**src/rtl/result_display_pkg.sv**
```systemverilog
// result_display_pkg
//   Shared definitions for the result display block: controller state
//   encoding, BCD width, active-low 7-segment patterns ({g,f,e,d,c,b,a})
//   and the double-dabble nibble adjust helper.
package result_display_pkg;

    typedef enum logic [1:0] {
        ST_IDLE    = 2'd0,
        ST_CONVERT = 2'd1,
        ST_DONE    = 2'd2
    } state_t;

    localparam int BCD_W = 12;

    localparam logic [6:0] SEG_0     = 7'b1000000;
    localparam logic [6:0] SEG_1     = 7'b1111001;
    localparam logic [6:0] SEG_2     = 7'b0100100;
    localparam logic [6:0] SEG_3     = 7'b0110000;
    localparam logic [6:0] SEG_4     = 7'b0011001;
    localparam logic [6:0] SEG_5     = 7'b0010010;
    localparam logic [6:0] SEG_6     = 7'b0000010;
    localparam logic [6:0] SEG_7     = 7'b1111000;
    localparam logic [6:0] SEG_8     = 7'b0000000;
    localparam logic [6:0] SEG_9     = 7'b0010000;
    localparam logic [6:0] SEG_E     = 7'b0000110;
    localparam logic [6:0] SEG_BLANK = 7'b1111111;

    // Double-dabble correction: a nibble of 5 or more would carry past 9
    // after the next shift, so pre-add 3.
    function automatic logic [3:0] add3(input logic [3:0] n);
        return (n >= 4'd5) ? 4'(n + 4'd3) : n;
    endfunction

endpackage

```
**src/rtl/result_display_seg7_decode.sv**
```systemverilog
// seg7_decode
//   Combinational nibble to active-low 7-segment pattern.
//   Ports:
//     nib    - BCD digit to show
//     blank  - force all segments off
//     show_e - show "E" (wins over blank and nib)
//     seg    - {g,f,e,d,c,b,a}, active-low
module seg7_decode
    import result_display_pkg::*;
(
    input  logic [3:0] nib,
    input  logic       blank,
    input  logic       show_e,
    output logic [6:0] seg
);

    always_comb begin
        seg = SEG_BLANK;
        if (show_e) begin
            seg = SEG_E;
        end else if (!blank) begin
            case (nib)
                4'd0:    seg = SEG_0;
                4'd1:    seg = SEG_1;
                4'd2:    seg = SEG_2;
                4'd3:    seg = SEG_3;
                4'd4:    seg = SEG_4;
                4'd5:    seg = SEG_5;
                4'd6:    seg = SEG_6;
                4'd7:    seg = SEG_7;
                4'd8:    seg = SEG_8;
                4'd9:    seg = SEG_9;
                default: seg = SEG_BLANK;
            endcase
        end
    end

endmodule

```
**src/rtl/result_display.sv**
```systemverilog
// result_display
//   Captures the multiplier product and overflow flag, converts the product
//   to three BCD digits with a one-shift-per-clock double-dabble, and scans
//   a 4-digit active-low 7-segment display (digit 3 shows "E" on overflow).
//   Ports:
//     CK   - clock, rising edge
//     RST  - synchronous reset, active-high
//     S    - product to capture
//     OV   - overflow flag to capture
//     VLD  - capture strobe, honoured in IDLE/DONE only
//     BUSY - conversion running
//     RDY  - BCD holds the last captured result
//     BCD  - {hundreds, tens, units}
//     DIG  - digit select, active-low one-cold
//     SEG  - segments {g,f,e,d,c,b,a}, active-low
module result_display
    import result_display_pkg::*;
#(
    parameter int SCAN_DIV = 16
) (
    input  logic             CK,
    input  logic             RST,
    input  logic [7:0]       S,
    input  logic             OV,
    input  logic             VLD,
    output logic             BUSY,
    output logic             RDY,
    output logic [BCD_W-1:0] BCD,
    output logic [3:0]       DIG,
    output logic [6:0]       SEG
);

    localparam int CW = (SCAN_DIV > 1) ? $clog2(SCAN_DIV) : 1;

    state_t             state, state_nxt;
    logic               capture, step, finish;
    logic [7:0]         sr;
    logic [BCD_W-1:0]   work;
    logic [2:0]         iter;
    logic               ov_q;
    logic [BCD_W-1:0]   adj;
    logic [BCD_W+7:0]   shifted;

    // ---------------- controller ----------------
    always_ff @(posedge CK) begin
        if (RST) state <= ST_IDLE;
        else     state <= state_nxt;
    end

    always_comb begin
        state_nxt = state;
        capture   = 1'b0;
        step      = 1'b0;
        finish    = 1'b0;
        case (state)
            ST_IDLE, ST_DONE: begin
                if (VLD) begin
                    capture   = 1'b1;
                    state_nxt = ST_CONVERT;
                end
            end
            ST_CONVERT: begin
                step = 1'b1;
                if (iter == 3'd7) begin
                    finish    = 1'b1;
                    state_nxt = ST_DONE;
                end
            end
            default: state_nxt = ST_IDLE;
        endcase
    end

    // ---------------- double-dabble datapath ----------------
    assign adj     = {add3(work[11:8]), add3(work[7:4]), add3(work[3:0])};
    assign shifted = {adj, sr} << 1;

    always_ff @(posedge CK) begin
        if (RST) begin
            sr   <= '0;
            work <= '0;
            iter <= '0;
            ov_q <= 1'b0;
            BCD  <= '0;
            BUSY <= 1'b0;
            RDY  <= 1'b0;
        end else if (capture) begin
            sr   <= S;
            work <= '0;
            iter <= '0;
            ov_q <= OV;
            BUSY <= 1'b1;
            RDY  <= 1'b0;
        end else if (step) begin
            work <= shifted[BCD_W+7:8];
            sr   <= shifted[7:0];
            iter <= iter + 3'd1;
            if (finish) begin
                // The shifted value is the finished result; take it
                // directly so BCD lands on the same edge as the last shift.
                BCD  <= shifted[BCD_W+7:8];
                BUSY <= 1'b0;
                RDY  <= 1'b1;
            end
        end
    end

    // ---------------- display scan ----------------
    logic [CW-1:0] scan_cnt;
    logic [1:0]    dig_idx;
    logic [3:0]    nib;
    logic          blank, show_e;
    logic [6:0]    seg_c;

    always_ff @(posedge CK) begin
        if (RST) begin
            scan_cnt <= '0;
            dig_idx  <= '0;
        end else if (scan_cnt == CW'(SCAN_DIV - 1)) begin
            scan_cnt <= '0;
            dig_idx  <= dig_idx + 2'd1;
        end else begin
            scan_cnt <= scan_cnt + CW'(1);
        end
    end

    always_comb begin
        nib    = 4'd0;
        blank  = 1'b0;
        show_e = 1'b0;
        case (dig_idx)
            2'd0: nib = BCD[3:0];
            2'd1: begin
                nib   = BCD[7:4];
                blank = (BCD[11:8] == 4'd0) && (BCD[7:4] == 4'd0);
            end
            2'd2: begin
                nib   = BCD[11:8];
                blank = (BCD[11:8] == 4'd0);
            end
            default: begin
                blank  = !ov_q;
                show_e = ov_q;
            end
        endcase
    end

    seg7_decode u_dec (
        .nib    (nib),
        .blank  (blank),
        .show_e (show_e),
        .seg    (seg_c)
    );

    // DIG and SEG come from the same registered index so they never skew.
    always_ff @(posedge CK) begin
        if (RST) begin
            DIG <= 4'b1110;
            SEG <= SEG_0;
        end else begin
            DIG <= ~(4'b0001 << dig_idx);
            SEG <= seg_c;
        end
    end

endmodule

```
**config.mk**
```make
export PLATFORM = sky130hd
export DESIGN_NAME = result_display
export DESIGN_NICKNAME = d
export VERILOG_FILES = /design/src/rtl/result_display_pkg.sv /design/src/rtl/result_display_seg7_decode.sv /design/src/rtl/result_display.sv
export SDC_FILE = /design/constraint.sdc
export NUM_CORES = 1
export LEC_CHECK = 0
export ABC_AREA = 1
export CORE_MARGIN = 1
export CORE_UTILIZATION = 30
export DETAILED_ROUTE_END_ITERATION = 7
export PLACE_DENSITY = 0.51
export SYNTH_ARGS = -nofsm -noshare
export SYNTH_HDL_FRONTEND = slang
export SYNTH_SLANG_ARGS = --single-unit
```
**constraint.sdc**
```tcl
create_clock -name CK -period 3.2 [get_ports CK]
set_clock_uncertainty 0.2 [all_clocks]
set_input_delay 0.64 -clock CK [delete_from_list [all_inputs] [get_ports CK]]
set_output_delay 0.64 -clock CK [all_outputs]
set_load 0.01 [all_outputs]
```
==> results.md, run 1 <==
- Power share of the combinational group: 8.7%
- Cells resized by post-CTS repair: 0
- Antenna violations before repair: 0
- Number of global-route vias before repair: 2209
- Worst setup EP type: flop
- Number of input and output port buffers inserted: 36
- Data arrival time of the critical path: 2.24 ns
- Clock network latency to the later pin of the worst-skew pair: 0.33 ns
- Hold violation count in the final report: 0
- Fraction of final layout cells with drive strength greater than 1: 10.2%
- Fmax: 449 MHz
- Category of the most critical setup path: reg -> reg
- DR vias/cell: 4.61
- Number of synthesized flops with an enable pin: 0
- Final TNS setup: 0 ns
- Remaining global-route overflow: 0
- Top_reg_cell synth: dfxtp_1
- HPWL after DPL: 4.57 mm
- Proportion of total power due to net switching: 24.2%
- Type of the most critical hold path: reg -> reg
- Cell type of the slowest stage on the worst timing path: dfxtp_1
- Floorplan die height: 98.1 um
- Cell count after synthesis: 360
- Part of the Yosys area used for sequential elements: 41.2%
- Number of buffers created by CTS: 9
- Post-Syn Nets: 391
- Sinks on the clock net: 57
- Largest incremental delay on the critical path: 0.38 ns
- Min Clock Period, post-route: 2.23 ns
- Power share of the clock group: 41.9%
- Final total power: 0.00152 W
- Sequential share of power: 49.4%
- Initial cell density of the core: 31.4%
- Area delta synth->final: 22.7%
- Yosys warning total: 0
- RSZ-0062 raised after global routing: no
- Weighted congestion reported at the end of routability-driven placement: 0.795
- Type of element launching the critical path: flop
- Static power due to leakage: 1.56 nW
- Layout Utilization: 38.6%
- Required time of the critical path: 3.21 ns
- Period Utilization, post-route: 69.7%
- Fraction of met3 tracks used by global routing: 4.72%
- Violated checks: design-rule violations
- Number of buffers and inverters on the critical path: 2
- Routed wire length: 6.04 mm
- Slew @ Worst Pin: 0.465 ns
- Max-Cap Viols: 0
- Post-route setup slack: 0.971 ns
- Clock buffer depth: 2
- CTS hold repair buffers: 0
- First-pass GRT wire length: 10.5 mm
- Critical path's top delay family: simple AND/OR/NAND/NOR gates
- Internal power of the cells: 0.00115 W
- Count of state elements after synthesis: 57
- Number of nets still failing antenna checks after routing: 0
- Detailed-routing iteration count for the pre-antenna-repair pass: 6
- Placeable Area: 8810 um^2
- Share of synthesized registers carrying an async set or reset: 0%
- TritonCTS clock tree: yes
- Most congested layer reported by global routing: met2
- Peak VDD IR: 0.244 mV
- Area of the mapped netlist: 2770 um^2
- Count of standard-cell rows: 34
- Result of the run: finished, violations left
- Post-Syn Area per Cell: 7.69 um^2
- Buffer count from post-CTS setup fixing: 0
- Number of fillers in the final layout: 938
- H-Tree Level Count: 3
- Average routed wire per standard cell: 11.9 um
- Fraction of met1 tracks used by global routing: 18.4%
- Overall Global Routing Usage: 14.1%
- Most numerous cell on the critical path: nand2_1
- Worst hold slack: 0.241 ns
- DRT iter0 DRCs: 48
- Total die area: 9610 um^2
- Synth unique cells: 36
- Largest net degree at the start of global routing: 24
- CTS clk-pin slew, worst paths: 0.06 ns
- N_diodes: 0
- Maximum fanout along the worst path: 6
- Cell types occupying the most area after synthesis: dfxtp_1 41%, ha_1 8.6%, nand2_1 8.4%
- Count of final setup violators: 0
- Number of pins with negative max-slew slack in the final report: 0
- CP cell instances: inv_1 > ha_1 > nand2_1 > nand3_1 > nand2_1 > inv_1 > ha_1 > nand3b_1 > nand3_1 > nand3_1 > nand2_1 > nand2_1
- Proportion of netlist area held by the largest area contributor: 41.2%
- Met2 layer usage reported by global route: 21.7%
- Die boundary width: 98.1 um
- Max-slew headroom: 68.9%
- Power dissipated by switching net loads: 0.000367 W
- Pre-CTS setup slack: 0.800 ns
- Root cell of the clock tree: clkbuf_8
- Cell Pwr Density: 448 nW/um^2
- Net count reported at finish: 429
- Routed vias: 2346
- DRC violations left: 4
- Library cell with the largest summed area after synthesis: dfxtp_1
- Top Ports: 37
-- Yosys cell counts (all sizes together) (2+ instances only) --
cell type  instances
inv               59
o211ai             2
or2                4
a211oi             3
a221oi             4
ha                19
o21ai             35
xor2               3
nor2              26
a21boi             2
buf                9
nand2             70
o21bai             5
dfxtp             57
nand3             18
a21oi             36
o21a               2
-- worst paths after layout --
| check | from | to | slack (ns) | cells past startpoint |
|---|---|---|---|---|
| worst max register to register | dig_idx[0] | SEG[6] | 0.97 | 12 |
| worst min-delay path | scan_cnt[0] | scan_cnt[0] | 0.24 | 1 |
| worst min register to register | scan_cnt[0] | scan_cnt[0] | 0.24 | 1 |
| worst max-delay path | dig_idx[0] | SEG[6] | 0.97 | 12 |
-- power by group through the flow --
stage	Clock (W)	Combinational, W	Sequential, W
after CTS	0.000665	0.000134	0.000752
after detailed placement	0	0.000133	0.000767
after global placement	0	0.000132	0.000768
final	0.000637	0.000132	0.000752
after global routing	0.000695	0.000153	0.000755
after floorplan	0	0.0000958	0.000764
-- per-stage QoR --
| step | cell area [um^2] | std cells |
|---|---|---|
| 6_report | 3400 | 509 |
| 5_1_grt | 3400 | 509 |
| 4_1_cts | 3400 | 509 |
| 3_5_place_dp | 3210 | 495 |
| 3_3_place_gp | 3210 | 495 |
| 2_1_floorplan | 2770 | 360 |
-- layout make-up --
| class | count | area (um^2) | area share, % |
|---|---|---|---|
| repair buffers | 37 | 368 | 10.8 |
| flip-flops and latches | 57 | 1140 | 33.6 |
| multi-input cells | 233 | 1340 | 39.5 |
| clock inverters | 4 | 45.0 | 1.33 |
| well taps | 108 | 135 | 3.98 |
| inverters | 60 | 229 | 6.74 |
| clock buffers | 10 | 138 | 4.05 |
-- per-layer routing --
| metal | vias to the layer above | part of all wire (%) |
|---|---|---|
| met5 | - | 0 |
| met4 | 0 | 1.4 |
| met3 | 10 | 4.7 |
| met2 | 45 | 44 |
| met1 | 1050 | 50 |
| li1 | 1241 | - |
-- flip-flops by register name, summed over array words and instances, names as in the netlist --
name,count
sr,8
DIG,4
scan_cnt,4
BUSY,1
SEG,7
RDY,1
BCD,12
work,12
ov_q,1
dig_idx,2
iter,3
state,2
-- cell usage in the layout, fill, tap and decap left out, types with 2 or more instances in the layout --
| cell type | instances |
|---|---|
| nand2_4 | 2 |
| nor2_1 | 22 |
| clkdlybuf4s50_1 | 36 |
| o211ai_1 | 2 |
| o21a_1 | 2 |
| clkbuf_8 | 10 |
| xor2_1 | 3 |
| inv_1 | 51 |
| o21bai_1 | 5 |
| clkinv_2 | 4 |
| dfxtp_1 | 57 |
| nand2_1 | 62 |
| nand2_2 | 6 |
| o21ai_0 | 15 |
| or2_2 | 3 |
| ha_1 | 19 |
| a21oi_1 | 36 |
| inv_2 | 7 |
| o21ai_1 | 20 |
| a21boi_1 | 2 |
| nor2_2 | 2 |
| a221oi_1 | 4 |
| a211oi_1 | 3 |
| nand3_1 | 16 |
-- cells by family (layout without fill, tap and decap cells) --
| logic type | Yosys count | count (layout) | share of synthesized area (%) |
|---|---|---|---|
| and+or+nand+nor | 121 | 121 | 20.7 |
| adders and majority gates | 19 | 19 | 8.59 |
| DFF | 57 | 57 | 41.2 |
| xor gates and xnor gates | 4 | 4 | 1.27 |
| buffers and inverters | 70 | 111 | 10.4 |
| AOI/OAI and AO/OA | 89 | 89 | 17.9 |
Note: power is estimated with default switching activity, not from simulation.
==> inputs of run 2 (changes only) <==
==> constraint.sdc (replaced) <==
create_clock -name CK -period 2.1 [get_ports CK]
set_clock_uncertainty 0.2 [all_clocks]
set_input_delay 0.42 -clock CK [delete_from_list [all_inputs] [get_ports CK]]
set_output_delay 0.42 -clock CK [all_outputs]
set_load 0.01 [all_outputs]
==> run 2 against run 1 <==
The flow still finishes with violations (design-rule violations). Final cell count increased by 3.1%. Combinational power increased by 61%. Count of clock-buffer cells in the layout increased by 4. Sequential share of layout area decreased by 1.2 points. Setup slack got worse by 0.83 ns. Routed wire length increased by 0.74%. Die area unchanged. Register-to-register slack got worse by 0.79 ns. Utilization increased by 1.6 points. Critical path depth decreased by 11. Sequential power increased by 52%. Clock power increased by 66%.
==> results.md, run 2 (synthesis gave the netlist of run 1 again) <==
- Result of the run: finished, violations left
- Violated checks: design-rule violations
- Area delta synth->final: 27.7%
- DRC violations left: 4 (unchanged)
- CP cell instances: clkdlybuf4s50_1
- Maximum fanout along the worst path: 4 (-2)
- TritonCTS clock tree: yes
- Fraction of final layout cells with drive strength greater than 1: 14.4% (+4.2 points)
- Largest registers in the final layout: BCD: 12 flops, work: 12 flops, sr: 8 flops
- Cell Pwr Density: 685 nW/um^2 (+53%)
- Placeable Area: 8810 um^2 (unchanged)
- Antenna violations before repair: 0 (unchanged)
- Layout Utilization: 40.1% (+1.6 points)
- Number of buffers and inverters on the critical path: 1 (-1)
- Max-Cap Viols: 0 (unchanged)
- HPWL after DPL: 4.69 mm (+2.8%)
- Hold violation count in the final report: 0 (unchanged)
- Type of element launching the critical path: flop
- Pre-CTS setup slack: 0.0703 ns (-0.730 ns)
- Worst setup EP type: primary output
- Die boundary width: 98.1 um (unchanged)
- Top library cells by usage in the layout, fill and taps aside: 60 x nand2_1, 55 x dfxtp_1, 50 x inv_1, 36 x a21oi_1, 36 x clkdlybuf4s50_1
- Number of pins with negative max-slew slack in the final report: 0 (unchanged)
- Data arrival time of the critical path: 1.34 ns (-0.90 ns)
- N_diodes: 0 (unchanged)
- Routed wire length: 6.09 mm (+0.74%)
- Peak VDD IR: 0.319 mV (+30%)
- Floorplan die height: 98.1 um (unchanged)
- Overall Global Routing Usage: 14.2% (+0.14 points)
- Detailed-routing iteration count for the pre-antenna-repair pass: 7 (+1)
- Count of final setup violators: 0 (unchanged)
- Average routed wire per standard cell: 11.6 um (-2.3%)
- Count of standard-cell rows: 34 (unchanged)
- Weighted congestion reported at the end of routability-driven placement: 0.770 (-3.2%)
- H-Tree Level Count: 3 (unchanged)
- Required time of the critical path: 1.48 ns (-1.73 ns)
- Type of the most critical hold path: reg -> reg
- Final standard cell count with taps included and fillers excluded: 525 (+3.1%)
- Number of nets still failing antenna checks after routing: 0 (unchanged)
- Most frequent standard cell in the layout excluding fill and tap cells: nand2_1
- DP Cell Count: 506 (+2.2%)
- Number of buffers created by CTS: 9 (unchanged)
- Routed vias: 2390 (+1.9%)
- Number of input and output port buffers inserted: 36 (unchanged)
- DR vias/cell: 4.55 (-1.2%)
- Cell type of the slowest stage on the worst timing path: clkdlybuf4s50_1
- Fmax: 510 MHz
- Root cell of the clock tree: clkbuf_8
- Net count reported at finish: 443 (+3.3%)
- CTS clk-pin slew, worst paths: 0.06 ns (about the same)
- Largest net degree at the start of global routing: 23 (-4.2%)
- RSZ-0062 raised after global routing: no
- Critical path's top delay family: buffers and inverters
- Initial cell density of the core: 31.4% (unchanged)
- Largest incremental delay on the critical path: 0.58 ns (+0.20 ns)
- Final TNS setup: 0 ns (unchanged)
- CTS hold repair buffers: 0 (unchanged)
- Sinks on the clock net: 57 (unchanged)
- First-pass GRT wire length: 10.6 mm (+0.79%)
- Clock buffer depth: 2 (unchanged)
- Category of the most critical setup path: reg -> out
- Min Clock Period, post-route: 1.96 ns
- Slew @ Worst Pin: 0.367 ns (-0.0974 ns)
- Remaining global-route overflow: 0 (unchanged)
- Static power due to leakage: 1.64 nW (+5.0%)
- Clock network latency to the later pin of the worst-skew pair: 0.34 ns (about the same)
- Total die area: 9610 um^2 (unchanged)
- Post-route setup slack: 0.138 ns (-0.833 ns)
- DRT iter0 DRCs: 103 (+110%)
- Top Ports: 37 (unchanged)
- Number of global-route vias before repair: 2240 (+1.4%)
- Period Utilization, post-route: 93.4%
- Max-slew headroom: 75.5% (+6.6 points)
[run 2: per-layer routing]
metal / global-route usage (%) / vias to the layer above / share of wire [%]
met5: 0 / - / 0
met4: 5.59 / 0 / 1.0
met3: 5.37 / 6 / 5.9
met2: 21.8 / 58 / 45
met1: 17.9 / 1063 / 48
li1: - / 1263 / -
[run 2: stage by stage]
stage | hold WS, ns | total power [W] | cell area [um^2]
after floorplan | 0.218 | 0.00131 | 2770
after global placement | 0.234 | 0.00138 | 3300
after detailed placement | 0.238 | 0.00138 | 3300
after CTS | 0.250 | 0.00248 | 3500
after global routing | 0.297 | 0.00256 | 3530
final | 0.252 | 0.00242 | 3530
[run 2: power breakdown]
group          switching, W  internal (W)
clock              0.000420      0.000644
combinational      0.000126     0.0000859
sequential        0.0000232       0.00112
[run 2: final timing paths]
check | endpoint | cells past startpoint | slack [ns] | start
max | BCD[4] | 1 | 0.14 | BCD[4]
min reg2reg | scan_cnt[0] | 1 | 0.25 | scan_cnt[0]
min | scan_cnt[0] | 1 | 0.25 | scan_cnt[0]
max reg2reg | SEG[6] | 12 | 0.18 | dig_idx[0]
[run 2: cell type report]
class / count / area, um^2
fill: 908 / 5270
multi-input combinational: 233 / 1350
sequential: 57 / 1140
timing repair buffer: 51 / 473
inverter: 60 / 229
clock buffer: 14 / 173
tap: 108 / 135
clock inverter: 2 / 35.0
[run 2: worst register-to-register path, delay by kind of cell (launching register included)]
family | cells | cell delay, ns
fa+ha+maj | 2 | 0.40
simple gates | 8 | 0.72
buf+inv | 2 | 0.14
flops | 1 | 0.36
[run 2: timing repair]
action | CTS | global route
setup endpoints to repair | 0 | 4
buffers inserted | 0 | 3
gates resized for setup | 0 | 5
==> inputs of run 3 (changes only) <==
--- a/config.mk
+++ b/config.mk
@@ -10,6 +10,7 @@
 export CORE_UTILIZATION = 30
 export DETAILED_ROUTE_END_ITERATION = 7
 export PLACE_DENSITY = 0.51
+export SETUP_SLACK_MARGIN = 0.05
 export SYNTH_ARGS = -nofsm -noshare
 export SYNTH_HDL_FRONTEND = slang
 export SYNTH_SLANG_ARGS = --single-unit
==> run 3 against run 2 <==
The run still ends with design-rule violations left. Hold slack barely moved. Non-clock buffer count did not move. Total power barely moved. Combinational power barely moved. Register-to-register slack improved by 0.03 ns. Utilization rose by 0.085 points.
==> results.md, run 3 (synthesis gave the netlist of run 1 again) <==
- Result of the run: finished, violations left
- Violated checks: design-rule violations
- Max-Cap Viols: 0 (unchanged)
- Post-route setup slack: 0.137 ns (-0.00107 ns)
- TritonCTS clock tree: yes
- RSZ-0062 raised after global routing: no
- Number of nets still failing antenna checks after routing: 0 (unchanged)
- Top library cells by usage in the layout, fill and taps aside: 60 x nand2_1, 55 x dfxtp_1, 50 x inv_1, 36 x a21oi_1, 36 x clkdlybuf4s50_1
- Number of global-route vias before repair: 2240 (unchanged)
- Largest net degree at the start of global routing: 23 (unchanged)
- Most frequent standard cell in the layout excluding fill and tap cells: nand2_1
- Fraction of final layout cells with drive strength greater than 1: 14.9% (+0.48 points)
- First-pass GRT wire length: 10.6 mm (unchanged)
- Number of buffers and inverters on the critical path: 1 (unchanged)
- Maximum fanout along the worst path: 4 (unchanged)
- Routed wire length: 6.14 mm (+0.77%)
- Weighted congestion reported at the end of routability-driven placement: 0.770 (unchanged)
- Period Utilization, post-route: 93.5% (about the same)
- Average routed wire per standard cell: 11.7 um (+0.77%)
- Total die area: 9610 um^2 (unchanged)
- Count of final setup violators: 0 (unchanged)
- Peak VDD IR: 0.318 mV (-0.28%)
- Largest incremental delay on the critical path: 0.58 ns (about the same)
- Cell type of the slowest stage on the worst timing path: clkdlybuf4s50_1
- Number of fillers in the final layout: 912 (+0.44%)
- Slew @ Worst Pin: 0.375 ns (+0.00728 ns)
- Initial cell density of the core: 31.4% (unchanged)
- Worst setup EP type: primary output
- Die boundary width: 98.1 um (unchanged)
- Net count reported at finish: 443 (unchanged)
- DRC violations left: 4 (unchanged)
- Met1 WL: 2.95 mm (unchanged)
- Category of the most critical setup path: reg -> out
- Area delta synth->final: 27.9%
- Sinks on the clock net: 57 (unchanged)
- Min Clock Period, post-route: 1.96 ns (+0.00107 ns)
- Met3 wire length: 372 um (+2.8%)
- N_diodes: 0 (unchanged)
- Max-slew headroom: 75.0% (-0.49 points)
- Number of buffers created by CTS: 9 (unchanged)
- Clock network latency to the later pin of the worst-skew pair: 0.34 ns (about the same)
- H-Tree Level Count: 3 (unchanged)
- Final TNS setup: 0 ns (unchanged)
- Hold violation count in the final report: 0 (unchanged)
- Clock buffer depth: 2 (unchanged)
- CP cell instances: clkdlybuf4s50_1
- Remaining global-route overflow: 0 (unchanged)
- Number of cells on the critical path: 1 (unchanged)
- Data arrival time of the critical path: 1.34 ns (about the same)
- Length of routed met2 wiring: 2.74 mm (+1.0%)
- Number of input and output port buffers inserted: 36 (unchanged)
- Critical path's top delay family: buffers and inverters
- Pre-CTS setup slack: 0.0703 ns (unchanged)
- Placeable Area: 8810 um^2 (unchanged)
- Type of the most critical hold path: reg -> reg
- Length in cells of the worst reg-to-reg path: 12 (unchanged)
- Static power due to leakage: 1.64 nW (-0.11%)
- Cell depth of the worst min-delay path: 1 (unchanged)
- HPWL after DPL: 4.69 mm (unchanged)
- Root cell of the clock tree: clkbuf_8
- Required time of the critical path: 1.48 ns (about the same)
- DRT iter0 DRCs: 101 (-1.9%)
- Antenna violations before repair: 0 (unchanged)
- Finished layout cell area: 3540 um^2 (+0.21%)
- Routed vias: 2406 (+0.67%)
- Cell Pwr Density: 684 nW/um^2 (-0.16%)
- Dpl cell area: 3300 um^2 (unchanged)
- Floorplan die height: 98.1 um (unchanged)
- Type of element launching the critical path: flop
- Detailed-routing iteration count for the pre-antenna-repair pass: 6 (-1)
- Overall Global Routing Usage: 14.2% (unchanged)
- Number of pins with negative max-slew slack in the final report: 0 (unchanged)
- Top Ports: 37 (unchanged)
- Largest registers in the final layout: BCD: 12 flops, work: 12 flops, sr: 8 flops
- Count of standard-cell rows: 34 (unchanged)
- DR vias/cell: 4.58 (+0.67%)
- Fmax: 509 MHz (about the same)
- CTS clk-pin slew, worst paths: 0.06 ns (about the same)
- Worst hold slack: 0.252 ns (+0.000357 ns)
- Top routing layer used: met4
## run 3: final timing paths
check | from | end | slack [ns]
setup / recovery | BCD[4] | BCD[4] | 0.14
hold / removal | scan_cnt[0] | scan_cnt[0] | 0.25
setup reg to reg | dig_idx[0] | SEG[6] | 0.21
hold reg to reg | scan_cnt[0] | scan_cnt[0] | 0.25
## run 3: area by class of cell
class	count	area, um^2	area share (%)
flip-flops and latches	57	1150	32.4
repair buffers	51	473	13.4
inverters	60	229	6.47
clock inverters	2	35.0	0.989
clock buffers	14	173	4.88
well taps	108	135	3.82
multi-input cells	233	1350	38.1
## run 3: power breakdown
group,switching (W),leakage (nW),total (W),internal (W)
combinational,0.000127,1.07,0.000213,0.0000860
clock,0.000422,0.107,0.00107,0.000644
sequential,0.0000234,0.465,0.00114,0.00112
## run 3: repair_timing
item	CTS	global route
resized for setup	0	8
hold buffers	0	0
endpoints found under the setup margin	0	6
setup buffers	0	3
## run 3: layer usage
layer	up-vias	track usage [%]
li1	1261	-
met1	1076	17.9
met2	61	21.8
met3	8	5.37
met4	0	5.59
met5	-	0
## run 3: per-stage QoR
step	utilization, %	power (W)	std cells
3_5_place_dp	37.4	0.00138	506
2_1_floorplan	-	0.00131	360
4_1_cts	39.8	0.00248	522
6_report	40.2	0.00242	525
5_1_grt	40.2	0.00256	525
3_3_place_gp	37.4	0.00138	506
